File: src/rtl/uartcon_tx.sv
// uartcon_tx: byte-wide UART transmitter with a small write FIFO.
// Bytes are queued through a valid/ready handshake and sent as 8N1 frames,
// LSB first, each bit lasting CLKS_PER_BIT clocks. Frames queued behind one
// another go out back-to-back with no idle time between stop and start.
// The pin is driven from a register that trails the FSM state by one clock,
// so busy also covers the final stop bit still leaving through that register.

module uartcon_tx #(
    parameter int CLKS_PER_BIT = 4,
    parameter int FIFO_AW      = 2
) (
    input  logic       clk,
    input  logic       rst,
    input  logic       valid,
    output logic       ready,
    input  logic [7:0] data,
    output logic       txd,
    output logic       busy
);

    localparam int DEPTH = 2 ** FIFO_AW;
    localparam int CW    = (CLKS_PER_BIT > 2) ? $clog2(CLKS_PER_BIT) : 1;

    typedef enum logic [1:0] {
        IDLE,
        START,
        DATA,
        STOP
    } state_t;

    state_t         state;
    state_t         state_next;

    logic [CW-1:0]  bit_cnt;
    logic           bit_end;
    logic [2:0]     bit_idx;
    logic [7:0]     shreg;

    logic [7:0]     mem [DEPTH];
    logic [FIFO_AW:0] wr_ptr;
    logic [FIFO_AW:0] rd_ptr;
    logic           full;
    logic           empty;
    logic           push;
    logic           pop;

    logic           txd_next;
    logic           line_active;

    // The extra pointer MSB tells a full FIFO (same slot, different lap) from an empty one.
    assign empty   = (wr_ptr == rd_ptr);
    assign full    = (wr_ptr[FIFO_AW] != rd_ptr[FIFO_AW]) &&
                     (wr_ptr[FIFO_AW-1:0] == rd_ptr[FIFO_AW-1:0]);
    assign ready   = !full;
    assign push    = valid && !full;
    assign bit_end = (bit_cnt == CW'(CLKS_PER_BIT - 1));
    assign busy    = (state != IDLE) || !empty || line_active;

    // FIFO storage; only written on an accepted byte, so no reset is needed.
    always_ff @(posedge clk) begin
        if (push) begin
            mem[wr_ptr[FIFO_AW-1:0]] <= data;
        end
    end

    // State register plus FIFO pointers, bit timing and the shift register.
    always_ff @(posedge clk) begin
        if (rst) begin
            state   <= IDLE;
            wr_ptr  <= '0;
            rd_ptr  <= '0;
            bit_cnt <= '0;
            bit_idx <= '0;
            shreg   <= '0;
        end else begin
            state <= state_next;

            if (push) begin
                wr_ptr <= wr_ptr + 1'b1;
            end
            if (pop) begin
                rd_ptr <= rd_ptr + 1'b1;
            end

            if (state == IDLE || bit_end) begin
                bit_cnt <= '0;
            end else begin
                bit_cnt <= bit_cnt + 1'b1;
            end

            if (state != DATA) begin
                bit_idx <= '0;
            end else if (bit_end) begin
                bit_idx <= bit_idx + 1'b1;
            end

            if (pop) begin
                shreg <= mem[rd_ptr[FIFO_AW-1:0]];
            end else if (state == DATA && bit_end) begin
                shreg <= shreg >> 1;
            end
        end
    end

    // Next-state logic; a pop happens only when launching a frame from a non-empty FIFO.
    always_comb begin
        state_next = state;
        pop        = 1'b0;
        unique case (state)
            IDLE: begin
                if (!empty) begin
                    pop        = 1'b1;
                    state_next = START;
                end
            end
            START: begin
                if (bit_end) begin
                    state_next = DATA;
                end
            end
            DATA: begin
                if (bit_end && bit_idx == 3'd7) begin
                    state_next = STOP;
                end
            end
            STOP: begin
                if (bit_end) begin
                    if (!empty) begin
                        pop        = 1'b1;
                        state_next = START;
                    end else begin
                        state_next = IDLE;
                    end
                end
            end
            default: begin
                state_next = IDLE;
            end
        endcase
    end

    // Line level implied by the current state, registered below onto the pin.
    always_comb begin
        txd_next = 1'b1;
        unique case (state)
            IDLE:    txd_next = 1'b1;
            START:   txd_next = 1'b0;
            DATA:    txd_next = shreg[0];
            STOP:    txd_next = 1'b1;
            default: txd_next = 1'b1;
        endcase
    end

    // Output register: pin level and a flag marking that a frame bit is still on the line.
    always_ff @(posedge clk) begin
        if (rst) begin
            txd         <= 1'b1;
            line_active <= 1'b0;
        end else begin
            txd         <= txd_next;
            line_active <= (state != IDLE);
        end
    end

endmodule

File: config.mk
export PLATFORM = sky130hd
export DESIGN_NAME = uartcon_tx
export DESIGN_NICKNAME = d
export VERILOG_FILES = /design/src/rtl/uartcon_tx.sv
export SDC_FILE = /design/constraint.sdc
export NUM_CORES = 1
export LEC_CHECK = 0
export ABC_CLOCK_PERIOD_IN_PS = 2090
export BUFFER_PORTS_ARGS = -buffer_cell sky130_fd_sc_hd__buf_2
export CAP_MARGIN = 20
export CORE_MARGIN = 4
export CORE_UTILIZATION = 40
export CTS_BUF_LIST = sky130_fd_sc_hd__clkbuf_8
export CTS_CLUSTER_SIZE = 8
export DETAILED_ROUTE_END_ITERATION = 12
export SLEW_MARGIN = 20
export SYNTH_ARGS = -nofsm -noshare
export SYNTH_HDL_FRONTEND = slang
export SYNTH_SLANG_ARGS = --single-unit
File: constraint.sdc
create_clock -name clk -period 2.09 [get_ports clk]
set_input_delay 0 -clock clk [delete_from_list [all_inputs] [get_ports clk]]
set_output_delay 0 -clock clk [all_outputs]
set_load 0.005 [all_outputs]
==> reports/qor.yml <==
status:
  status: "finished clean"
worst_setup_path:
  required_ns: 2.07
  cp_data_arrival_time_ns: 1.91
  cp-start-kind: "register"
  critical_path_class: "register to register"
  crit_fanout: 9
  end_kind: "register"
logic_synthesis:
  ys_async_sr_fraction_pct: 0
  synthCells: 183
  synth_most_common_cell: "edfxtp_1"
  synth_enable_flop_cells: 32
  synth_top_area_share_pct: 39.90
  synth.area.top_cells: "edfxtp_1 (40%), dfxtp_1 (21%), mux4_2 (7.5%), ha_1 (6.8%), nor2_1 (2.8%)"
  synth_flop_cell: "edfxtp_1"
  netlist_top_cells_count: "edfxtp_1 (32), dfxtp_1 (25), nor2_1 (18)"
  ys_types: 32
  synthesis.yosys.warnings: 0
  netlist_area_sq_um: 2409
  synth_top_area_cell: "edfxtp_1"
  syn_avg_cell_area_sq_um: 13.16
  syn_nets: 207
  seq_area_frac_synth_pct: 60.68
  ys_ff_latch: 57
routing:
  num_vias: 1510
  avgRoutedWirePerCell_um: 14.84
  dr.pass1.iters: 5
  ant_nets: 0
  via_per_inst: 5.280
  drc: 0
  routed_wl_um: 4245
  drt_iter0_drc: 74
clocking:
  clock_latency_ns: 0.34
  ctsResizeCount: 0
  cts_setup_buffers: 0
  cts-root-buf: "clkbuf_8"
  cts_made_buffers: 9
  ctsLongestPathBuffers: 2
  clk_pin_slew_ns: 0.07
  cts_tree: "done"
  htreeDepth: 3
  cts.sinks: 57
global_route:
  grt_first_pass_wirelength_um: 7355
  antenna_found_initial: 0
  grt_pass1_vias: 1514
  busiest_layer: "met2"
  grt-ovfl-total: 0
  use_met2_pct: 21.19
  use_met1_pct: 16.02
  grt_max_degree: 25
  met3_usage_pct: 4.899
  grt_use_total_pct: 13.52
pwr:
  pwr_density_cell_nw_per_um2: 1186
  clockPowerShare_pct: 30.7
  power_mw: 3.350
  power_frac_seq_pct: 43.9
  ir_drop_uv: 648.9
  cellLeakagePower_nw: 1.012
  internal_power_mw: 2.305
  net-switching-power_mw: 1.044
  p_comb_share_pct: 25.4
  swShare_pct: 31.18
sta:
  finalCriticalPeriod_ns: 1.935
  maxSlewHeadroom_pct: 62.68
  tightest_slew_ns: 0.5590
  clock-skew-final_ns: 0.008096
  setup-violations-final: 0
  timing.fmax_ghz: 0.5168
  rsz0062_at_grt: "no"
  finalMaxSlewViolations: 0
  hold_viol_final: 0
  finalSetupTns_ns: 0
  fin_crit_sh_pct: 92.58
  hold_slack_ns: 0.07545
cells_and_area:
  drive_above_1_share_pct: 19.16
  nets: 233
  antenna_cells: 0
  area_growth_pct: 17.30
  regArea_sq_um: 1461
  multi_input_area_sq_um: 882.1
  nFillCells: 504
die:
  ioPinCount: 14
  coreArea_sq_um: 5675
  die_h_um: 85.60
  die_w_um: 85.60
  num_rows: 27
  start_util_pct: 42.44
  die-area_sq_um: 7327
placed_design:
  hpwl_um: 2866
  place.port_buffers: 13
  gp_congestion: 0.6955
run:
  cap_violations: 0
hold_path:
  hp-class: "primary input to register"
-- critical path, stage by stage, from the launching register on --
cell     delay [ns]
dfxtp_1        0.33
xnor2_1        0.39
o31a_1         0.37
and2_1         0.48
-- registers in the layout, indices dropped and copies added (netlist names), named ones only --
| name | count |
|---|---|
| txd | 1 |
| mem | 32 |
| line_active | 1 |
| rd_ptr | 3 |
| wr_ptr | 3 |
| shreg | 8 |
| bit_cnt | 2 |
| bit_idx | 3 |
| state | 2 |
-- cell type report --
type	count	share of cell area, %
Sequential cell	57	51.73
Multi-Input combinational cell	111	31.22
Timing Repair Buffer	24	5.934
Clock buffer	9	4.384
Tap cell	72	3.189
Clock inverter	7	2.746
Inverter	6	0.7972
-- routing by layer --
metal,part of all wire (%),up-vias
met5,0,-
met4,2.8,0
met3,4.1,11
met2,50,39
met1,43,728
li1,-,732
-- stage by stage --
stage / std cells / utilization, % / cell area [sq um] / setup WS [ns]
CTS: 286 / 49.78 / 2825 / 0.1253
global route: 286 / 49.78 / 2825 / 0.002725
global placement: 262 / 44.82 / 2544 / 0.2044
floorplan: 183 / - / 2409 / 0.3809
finish: 286 / 49.78 / 2825 / 0.1550
detailed placement: 262 / 44.82 / 2544 / 0.1447
-- power groups by stage --
stage	registers, mW	logic (mW)	clock network [mW]
after floorplan	1.43	0.704	0
after global placement	1.49	0.805	0
after detailed placement	1.50	0.843	0
after CTS	1.47	0.855	1.07
after global routing	1.49	0.970	1.12
final	1.47	0.851	1.03
-- cell usage in the layout (no fill, tap or decap) --
cell	Yosys	routed
nor4_1	2	2
o31a_1	1	1
a311oi_1	7	7
inv_6	0	3
xnor2_1	5	5
a21oi_1	6	6
nand3_1	11	11
buf_2	0	13
xor2_1	3	3
mux4_2	8	8
dfxtp_1	25	25
o2bb2ai_1	1	1
dlygate4sd3_1	0	8
nor4b_1	1	1
nand2_1	9	9
mux2i_1	4	4
nand2b_1	5	5
and4_1	1	1
inv_1	6	6
a2111oi_0	1	1
or2_2	1	1
clkinv_4	0	1
nand4_1	1	1
clkinvlp_4	0	1
nor3_1	2	2
ha_1	13	13
o21ai_0	3	3
or3_1	2	2
nor2_1	18	18
clkinv_2	0	1
bufinv_16	0	1
a311o_1	1	1
buf_4	0	3
a2bb2oi_1	1	1
edfxtp_1	32	32
clkbuf_8	0	9
and2_1	4	4
-- cell families after synthesis --
group           count (synthesis)  share of synthesized area, %
buf+inv                        15                         2.701
mux                            12                         9.143
fa+ha+maj                      13                         6.753
compound gates                 21                         6.286
simple gates                   57                         11.53
xor+xnor                        8                         2.909
flops                          57                         60.68
-- worst paths after layout --
kind	cells past startpoint	end	slack [ns]	from
max	3	mem[3][0]$_DFFE_PP_	0.15	rd_ptr[2]$_SDFFE_PP0P_
min	2	line_active$_SDFF_PP0_	0.08	rst
max reg2reg	3	mem[3][0]$_DFFE_PP_	0.15	rd_ptr[2]$_SDFFE_PP0P_
min reg2reg	1	bit_cnt[0]$_SDFF_PP0_	0.44	bit_cnt[0]$_SDFF_PP0_
-- repair_timing --
action	in CTS	in global routing
hold buffers	8	0
setup endpoints to repair	0	0
hold endpoints to repair	32	0
(Power assumes the default switching activity.)
